==> src/rtl/gvp_stream_pkg.sv <==
// Shared constants and types for the GVP stream packer: packet type codes,
// metadata lengths and the framing FSM states.
package gvp_stream_pkg;

   localparam logic [3:0] TYPE_DATA = 4'h1;
   localparam logic [3:0] TYPE_VEC  = 4'h2;
   localparam logic [3:0] TYPE_END  = 4'hF;

   localparam int META_LEN_DATA = 1;
   localparam int META_LEN_VEC  = 7;

   typedef enum logic [1:0] {
      S_IDLE = 2'd0,
      S_HDR  = 2'd1,
      S_META = 2'd2,
      S_CHAN = 2'd3
   } state_t;

   // Map the core's store_data code onto the header type nibble.
   function automatic logic [3:0] type_code(input logic [1:0] sd);
      logic [3:0] t;
      case (sd)
         2'd1:    t = TYPE_DATA;
         2'd2:    t = TYPE_VEC;
         2'd3:    t = TYPE_END;
         default: t = 4'h0;
      endcase
      return t;
   endfunction

endpackage

==> src/rtl/gvp_mask_scan.sv <==
// Combinational scan of a channel mask: index of the lowest set bit and the
// number of set bits.
module gvp_mask_scan #(
   parameter int N  = 16,
   parameter int IW = (N > 1) ? $clog2(N) : 1,
   parameter int PW = $clog2(N + 1)
) (
   input  logic [N-1:0]  mask,
   output logic [IW-1:0] low_idx,
   output logic [PW-1:0] pop_cnt
);

   // Descending walk so the lowest set bit is the last one to win.
   always_comb begin
      low_idx = '0;
      pop_cnt = '0;
      for (int i = N - 1; i >= 0; i--) begin
         if (mask[i]) low_idx = IW'(i);
         pop_cnt = pop_cnt + PW'(mask[i]);
      end
   end

endmodule

==> src/rtl/gvp_stream_packer.sv <==
// Snapshots GVP core outputs on each store trigger and emits them as one
// framed packet on a 32-bit AXI-Stream master, stalling the core meanwhile.
//
// state  | meaning
// IDLE   | waiting for a store trigger; tvalid low
// HDR    | header word presented
// META   | index / time / vector words, counter mcnt_q
// CHAN   | selected channels, lowest remaining mask bit first
module gvp_stream_packer
   import gvp_stream_pkg::*;
#(
   parameter int N_CH     = 16,
   parameter int SRCS_LSB = 16
) (
   input  logic                a_clk,
   input  logic                a_resetn,
   input  logic [1:0]          store_data,
   input  logic                store_tick,
   input  logic [31:0]         gvp_index,
   input  logic [47:0]         gvp_time,
   input  logic [31:0]         gvp_x,
   input  logic [31:0]         gvp_y,
   input  logic [31:0]         gvp_z,
   input  logic [31:0]         gvp_u,
   input  logic [31:0]         gvp_srcs,
   input  logic [N_CH*32-1:0]  ch_data,
   output logic [31:0]         M_AXIS_tdata,
   output logic                M_AXIS_tvalid,
   input  logic                M_AXIS_tready,
   output logic                M_AXIS_tlast,
   output logic                stall,
   output logic                overflow,
   output logic [15:0]         drop_count
);

   localparam int IW = (N_CH > 1) ? $clog2(N_CH) : 1;
   localparam int PW = $clog2(N_CH + 1);

   state_t            state_q, state_d;
   logic [3:0]        type_q, type_d;
   logic [N_CH-1:0]   mask_q, mask_d;
   logic [2:0]        mcnt_q, mcnt_d;
   logic [31:0]       index_q, index_d;
   logic [47:0]       time_q, time_d;
   logic [31:0]       x_q, x_d, y_q, y_d, z_q, z_d, u_q, u_d;
   logic [31:0]       ch_q [N_CH];
   logic [31:0]       ch_d [N_CH];
   logic              stall_q, stall_d;
   logic              overflow_q, overflow_d;
   logic [15:0]       drop_q, drop_d;

   logic [IW-1:0]     low_idx;
   logic [PW-1:0]     pop_cnt;
   logic              trig, hs, meta_last;
   logic [2:0]        meta_end;
   logic [7:0]        pay_cnt;
   logic              unused_srcs;

   assign unused_srcs = ^gvp_srcs;

   // One scanner on the shadow mask: its popcount sizes the header while in
   // HDR (mask still complete), its lowest index drives the walk in CHAN.
   gvp_mask_scan #(.N(N_CH), .IW(IW), .PW(PW)) u_scan (
      .mask    (mask_q),
      .low_idx (low_idx),
      .pop_cnt (pop_cnt)
   );

   assign trig      = store_tick && (store_data != 2'd0);
   assign hs        = (state_q != S_IDLE) && M_AXIS_tready;
   assign meta_end  = (type_q == TYPE_DATA) ? 3'(META_LEN_DATA - 1) : 3'(META_LEN_VEC - 1);
   assign meta_last = (mcnt_q == meta_end);
   assign pay_cnt   = 8'(pop_cnt) + ((type_q == TYPE_DATA) ? 8'(META_LEN_DATA) : 8'(META_LEN_VEC));

   always_comb begin
      state_d    = state_q;
      type_d     = type_q;
      mask_d     = mask_q;
      mcnt_d     = mcnt_q;
      index_d    = index_q;
      time_d     = time_q;
      x_d        = x_q;
      y_d        = y_q;
      z_d        = z_q;
      u_d        = u_q;
      ch_d       = ch_q;
      overflow_d = overflow_q;
      drop_d     = drop_q;

      case (state_q)
         S_IDLE: begin
            if (trig) begin
               state_d = S_HDR;
               type_d  = type_code(store_data);
               mask_d  = gvp_srcs[SRCS_LSB +: N_CH];
               mcnt_d  = 3'd0;
               index_d = gvp_index;
               time_d  = gvp_time;
               x_d     = gvp_x;
               y_d     = gvp_y;
               z_d     = gvp_z;
               u_d     = gvp_u;
               for (int k = 0; k < N_CH; k++) ch_d[k] = ch_data[32*k +: 32];
            end
         end
         S_HDR: begin
            if (hs) state_d = S_META;
         end
         S_META: begin
            if (hs) begin
               if (meta_last) state_d = (mask_q != '0) ? S_CHAN : S_IDLE;
               else           mcnt_d  = mcnt_q + 3'd1;
            end
         end
         S_CHAN: begin
            if (hs) begin
               mask_d = mask_q & (mask_q - 1'b1);
               if (pop_cnt == PW'(1)) state_d = S_IDLE;
            end
         end
         default: state_d = S_IDLE;
      endcase

      if (trig && (state_q != S_IDLE)) begin
         overflow_d = 1'b1;
         if (drop_q != 16'hFFFF) drop_d = drop_q + 16'd1;
      end

      stall_d = (state_d != S_IDLE);
   end

   always_ff @(posedge a_clk) begin
      if (!a_resetn) begin
         state_q    <= S_IDLE;
         stall_q    <= 1'b0;
         overflow_q <= 1'b0;
         drop_q     <= '0;
      end else begin
         state_q    <= state_d;
         stall_q    <= stall_d;
         overflow_q <= overflow_d;
         drop_q     <= drop_d;
      end
   end

   // Shadow registers only matter outside IDLE, so they need no reset.
   always_ff @(posedge a_clk) begin
      type_q  <= type_d;
      mask_q  <= mask_d;
      mcnt_q  <= mcnt_d;
      index_q <= index_d;
      time_q  <= time_d;
      x_q     <= x_d;
      y_q     <= y_d;
      z_q     <= z_d;
      u_q     <= u_d;
      for (int k = 0; k < N_CH; k++) ch_q[k] <= ch_d[k];
   end

   always_comb begin
      M_AXIS_tdata = '0;
      M_AXIS_tlast = 1'b0;
      case (state_q)
         S_HDR: M_AXIS_tdata = {type_q, 4'h0, pay_cnt, 16'(mask_q)};
         S_META: begin
            case (mcnt_q)
               3'd0:    M_AXIS_tdata = index_q;
               3'd1:    M_AXIS_tdata = time_q[31:0];
               3'd2:    M_AXIS_tdata = {16'h0, time_q[47:32]};
               3'd3:    M_AXIS_tdata = x_q;
               3'd4:    M_AXIS_tdata = y_q;
               3'd5:    M_AXIS_tdata = z_q;
               default: M_AXIS_tdata = u_q;
            endcase
            M_AXIS_tlast = meta_last && (mask_q == '0);
         end
         S_CHAN: begin
            M_AXIS_tdata = ch_q[low_idx];
            M_AXIS_tlast = (pop_cnt == PW'(1));
         end
         default: ;
      endcase
   end

   assign M_AXIS_tvalid = (state_q != S_IDLE);
   assign stall         = stall_q;
   assign overflow      = overflow_q;
   assign drop_count    = drop_q;

endmodule

==> config.mk <==
export PLATFORM = sky130hd
export DESIGN_NAME = gvp_stream_packer
export DESIGN_NICKNAME = d
export VERILOG_FILES = /design/src/rtl/gvp_stream_pkg.sv /design/src/rtl/gvp_mask_scan.sv /design/src/rtl/gvp_stream_packer.sv
export SDC_FILE = /design/constraint.sdc
export NUM_CORES = 1
export LEC_CHECK = 0
export ABC_AREA = 1
export CAP_MARGIN = 20
export CORE_AREA = 10 10 310 312
export DETAILED_ROUTE_END_ITERATION = 7
export DIE_AREA = 0 0 320 322
export GPL_TIMING_DRIVEN = 0
export PLACE_DENSITY_LB_ADDON = 0.1
export SYNTH_ARGS = -nofsm -noshare
export SYNTH_HDL_FRONTEND = slang
export SYNTH_HIERARCHICAL = 1
export SYNTH_SLANG_ARGS = --single-unit
==> constraint.sdc <==
create_clock -name a_clk -period 117.9 [get_ports a_clk]
set_input_delay 35.37 -clock a_clk [delete_from_list [all_inputs] [get_ports a_clk]]
set_output_delay 35.37 -clock a_clk [all_outputs]
set_load 0.05 [all_outputs]
# --- After elaboration in Yosys (flattened, before gate mapping) ---
# Cells that the tools add are included.
word_totals:
  ff_bits: 763
  in_bits: 758
  out_inout_bits: 52
  elab_cells: 127
op_classes:
  addsub: 19
  magnitude_cmp: 1
  eq_ne: 19
  n_mux: 40
  bitwise_logic: 2
  n_reduce_logical: 17
op_table:
  columns: ["cell", "n"]
  rows:
  - ["$pmux 32 s6", 1]
  - ["$bmux 32 s4", 1]
  - ["$pmux 32 s3", 1]
  - ["$add 5x1->5", 14]
  - ["$mux 32", 2]
  - ["$mux 4", 16]
  - ["$mux 16", 2]
  - ["$pmux 16 s2", 1]
  - ["$add 16x1->16 const B", 1]
  - ["$and 16x16->16", 1]
  - ["$logic_not 16->1", 1]
  - ["$ne 16x16->1 const B", 1]
  - ["$reduce_bool 16->1", 1]
  - ["$sub 16x1->16 const B", 1]
  - ["$mux 3", 5]
  - ["$mux 2", 7]
  - ["$pmux 4 s3", 1]
  - ["$reduce_bool 2->1", 5]
  - ["$eq 2x2->1 const B", 4]
  - ["$ne 2x2->1 const B", 4]
  - ["$pmux 2 s4", 1]
  - ["$add 5x3->6", 1]
  - ["$eq 3x2->1 const B", 2]
  - ["$eq 3x3->1 const B", 2]
  - ["other kinds (17)", 22]

# --- Logic depth before layout (Yosys ltp) ---
depth:
  depth_word: 21
  depth_mapped: 27
  mapped_depth_nobuf: 24

# --- Cells and area by module ---
# Netlist, hierarchy kept.
modules_own_cells:
  columns: ["module", "instances", "cells_each", "area_per_inst_um2", "seq_area_each_um2"]
  rows:
  - ["gvp_stream_packer", 1, 2512, 30753.2, 22681.8]
  - ["gvp_mask_scan", 1, 81, 593.1, 0.0]

# --- Least setup slack after synthesis ---
# No wires, ideal clock.
synth_path:
  kind: "in2reg"
  startpoint: "input store_data[0]"
  endpoint: "register mask_q[0] (enable)"
  setup_time_ns: 0.411
  t_arrival_ns: 69.486
  required_ns: 117.489
  slack_ns: 48.003
  cell_stages: 4
  n_path_buf: 0
  path_cell_list: "o21ai_0 > nor2_1 > inv_1 > o21ai_0"
synth_via:
  elab_chain_len: 4
synth_rtl:
  columns: ["item", "line_no", "source"]
  rows:
  - ["from (decl)", "gvp_stream_packer.sv:17", "input logic [1:0] store_data,"]
  - ["$reduce_bool 2->1", "gvp_stream_packer.sv:69", "assign trig = store_tick && (store_data != 2'd0);"]
  - ["$logic_and 1x1->1", "gvp_stream_packer.sv:69", null]
  - ["$ne 2x2->1 (no source line)", null, null]
  - ["$reduce_and 3->1 (no source line)", null, null]
  - ["to (signal assigned)", "gvp_stream_packer.sv:149", "mask_q <= mask_d;"]
  - ["to (decl)", "gvp_stream_packer.sv:41", "logic [N_CH-1:0] mask_q, mask_d;"]
# No other way between the ends.
# A chain may end at the register's enable or synchronous reset.

# --- Final worst setup path ---
layout_path:
  startpoint: "register mask_q[3]"
  endpoint: "output M_AXIS_tdata[20]"
layout_via:
  word_cells_on_any_way: 14
  classes_between: "add/sub (5); mux (8); bitwise (1)"
layout_rtl:
  columns: ["item", "line_no", "source"]
  rows:
  - ["$add 5x1->5 (4 in series)", "gvp_mask_scan.sv:19", "pop_cnt = pop_cnt + PW'(mask[i]);"]
  - ["net pop_cnt[1]", "gvp_stream_packer.sv:53", "logic [PW-1:0] pop_cnt;"]
  - ["$add 5x3->6", "gvp_stream_packer.sv:73", "assign pay_cnt = 8'(pop_cnt) + ((type_q == TYPE_DATA) ? 8'(META_LEN_DATA) : 8'(META_LEN_VEC));"]
  - ["$pmux 32 s3", "gvp_stream_packer.sv:163", "case (state_q)"]
  - ["to (decl)", "gvp_stream_packer.sv:27", "output logic [31:0] M_AXIS_tdata,"]
# The timed path passes the listed nets, and every way through them passes these cells. The select of a mux whose other input is x is not followed.

==> flow_metrics.py <==
metrics = {
    "run_status": {
        "status": "finished clean",
    },
    "drt": {
        "drtIter0Drc": 2523,
        "wl_per_cell_um": 28.7,
        "wirelength_um": 137000,
        "vias_per_cell": 5.13,
        "vias": 24500,
        "drc_errors": 0,
        "dr.pass1.iters": 5,
        "ant_nets": 0,
    },
    "critical_path": {
        "crit_start": "mask_q[3]",
        "critPathArrivalTime_ns": 6.39,
        "cp-end-kind": "output port",
        "ff2ff_setup_slack_ns": 113.42,
        "r2r-end": "stall",
        "crit_end": "M_AXIS_tdata[20]",
        "reg2reg_depth": 18,
        "crit_type": "register to output port",
        "worstReg2RegStart": "mask_q[3]",
        "start_kind": "register",
        "required_ns": 82.53,
        "worst-path-max-fanout": 5,
    },
    "clocking": {
        "cts.root.buffer_cell": "clkbuf_16",
        "cts_tree": "built",
        "numCtsBuffers": 87,
        "hold_buffers": 0,
        "cts_setup_buffers": 0,
        "cts.sinks": 762,
        "clk_path_buf_depth": 3,
        "cts_max_level": 3,
        "cts_resized": 0,
        "clk_pin_slew_ns": 0.06,
        "clk_latency_ns": 0.65,
    },
    "job": {
        "drv_cap": 0,
    },
    "logic_synthesis": {
        "syn-num-nets": 3375,
        "synth_edf_count": 742,
        "async_flop_share_pct": 0,
        "netlist_instances": 2593,
        "postSynthAreaPerCell_um2": 12.1,
        "ys_warn_count": 6,
        "yosys.area.top_type_share_pct": 71.1,
        "ys_ff_latch": 762,
        "synth_largest_area_cell": "edfxtp_1",
        "synth_area_leaders": "edfxtp_1 (71%), nor2_1 (5.8%), nand2_1 (4.8%)",
        "synth.distinct_cells": 41,
        "syn_area_mm2": 0.0313,
        "seq_area_frac_synth_pct": 72.4,
        "synth_flop_cell": "edfxtp_1",
    },
    "sta": {
        "worst_pin_slew_ns": 1.14,
        "fmax_mhz": 23.9,
        "rsz0062_at_grt": "no",
        "setup_ws_ns": 76.14,
        "hold_viol": 0,
        "setup_tns_ns": 0,
        "fin_skew_ns": 0.0339,
        "setup_viol": 0,
        "period_share_pct": 35.4,
        "finalCriticalPeriod_ns": 41.76,
        "slew_headroom_pct": 23.9,
        "drv_slew": 0,
        "whs_ns": 0.488,
    },
    "layout": {
        "layout_common_cells": "clkdlybuf4s50_1 (793), edfxtp_1 (742), nor2_1 (487)",
        "multi_input_area_mm2": 0.00757,
        "fillers": 8053,
        "fin_nets": 4280,
        "register_area_mm2": 0.0227,
        "final_common_cell": "clkdlybuf4s50_1",
        "drive_above_1_share_pct": 5.74,
        "area_growth_pct": 40.9,
    },
    "global_routing": {
        "first_global_vias": 25400,
        "overflow": 0,
        "grtUsageTotal_pct": 25.7,
        "grt_max_degree": 40,
        "antenna_found_initial": 64,
        "grt_pass1_wl_um": 188000,
    },
    "floorplanning": {
        "die_h_um": 322,
        "core_area_mm2": 0.0896,
        "initial_core_util_pct": 35.0,
        "std_cell_rows": 110,
        "die_area_mm2": 0.103,
        "io_pins": 810,
        "die-width_um": 320,
    },
    "hold_path": {
        "hold_path_depth": 2,
        "min_path_type": "register to register",
    },
    "place": {
        "pre_cts_ws_ns": 76.89,
        "port-buffer-count": 793,
        "gp_congestion": 0.909,
        "dpl.hpwl_um": 110000,
    },
    "power": {
        "p_per_area_mw_per_mm2": 17.8,
        "ir_worst_vdd_uv": 10.9,
        "power_w": 0.000784,
        "p_leak_nw": 15.6,
    },
}
[critical path, stage by stage (launching register included)]
cell             delay (ns)
edfxtp_1               0.51
bufinv_8               0.24
fa_1                   0.46
fa_1                   0.50
fa_1                   0.51
fa_1                   0.51
inv_1                  0.05
ha_1                   0.19
inv_1                  0.07
fa_1                   0.41
inv_1                  0.11
inv_1                  0.06
fa_1                   0.41
nor2_1                 0.18
nor2_1                 0.08
nor2_1                 0.09
nor2_1                 0.04
nor3_1                 0.17
a21oi_1                0.09
nand2_1                0.21
clkdlybuf4s50_1        0.84
[kinds of logic after synthesis]
group           Yosys count  synth area share (%)
compound gates          477                  8.76
xor+xnor                 11                 0.307
fa+ha+maj                24                  1.22
buf+inv                 240                  3.54
flops                   762                  72.4
simple gates           1079                  13.8
[report_power, final]
part	switching (W)	internal, W	total, W
combinational	0.000113	0.0000639	0.000177
clock	0.000113	0.000157	0.000270
sequential	0.00000821	0.000329	0.000337
[synth_stat cells (2+ instances only)]
| cell type | count |
|---|---|
| bufinv_8 | 3 |
| buf_6 | 8 |
| inv_2 | 8 |
| a211oi_1 | 2 |
| nand2_1 | 398 |
| xnor2_1 | 2 |
| buf_4 | 12 |
| o21ai_1 | 42 |
| o211ai_1 | 119 |
| nand4_1 | 22 |
| clkbuf_1 | 89 |
| inv_1 | 79 |
| nor3_1 | 12 |
| o21ai_0 | 247 |
| a21boi_0 | 2 |
| ha_1 | 13 |
| fa_1 | 11 |
| buf_1 | 11 |
| o31ai_1 | 4 |
| edfxtp_1 | 742 |
| nand3_1 | 153 |
| xor2_1 | 9 |
| buf_2 | 26 |
| nor2_1 | 488 |
| dfxtp_1 | 20 |
| a21oi_1 | 45 |
| a22oi_1 | 12 |
[metal layers]
| layer | global-route usage (%) | wire (um) | vias to the layer above |
|---|---|---|---|
| li1 | - | - | 11100 |
| met1 | 29.8 | 51900 | 12100 |
| met2 | 45.9 | 70600 | 1052 |
| met3 | 6.78 | 10600 | 232 |
| met4 | 8.27 | 3770 | 54 |
| met5 | 0 | 348 | - |
[how the worst min path moves through the flow]
stage / to / slack [ns] / startpoint
after detailed placement: overflow / 0.47 / overflow
after floorplan: mask_q[7] / 0.58 / mask_q[7]
final: overflow / 0.49 / overflow
after global routing: overflow / 0.53 / overflow
after CTS: drop_count[1] / 0.49 / drop_count[1]
after global placement: overflow / 0.47 / overflow
[registers in the layout, summed over array words and instances, names as in the netlist, 16 cells and up]
name        count
ch_q          512
time_q         48
index_q        32
u_q            32
x_q            32
y_q            32
z_q            32
drop_count     16
mask_q         16
[cell type report]
type | count | share of cell area, %
buffer | 148 | 1.63
sequential | 762 | 51.4
multi-input combinational | 1591 | 17.1
tap | 1176 | 3.33
inverter | 92 | 0.878
clock inverter | 52 | 1.25
timing repair buffer | 816 | 19.0
antenna | 32 | 0.181
clock buffer | 109 | 5.21
[through the flow]
step / std cells / util (%) / instance area [um^2]
3_3_place_gp: 4562 / 45.5 / 40800
2_1_floorplan: 2593 / - / 31300
4_1_cts: 4746 / 49.2 / 44100
3_5_place_dp: 4585 / 46.0 / 41200
5_1_grt: 4772 / 49.3 / 44100
6_report: 4778 / 49.3 / 44200
Power figures use the tool's default switching activity.
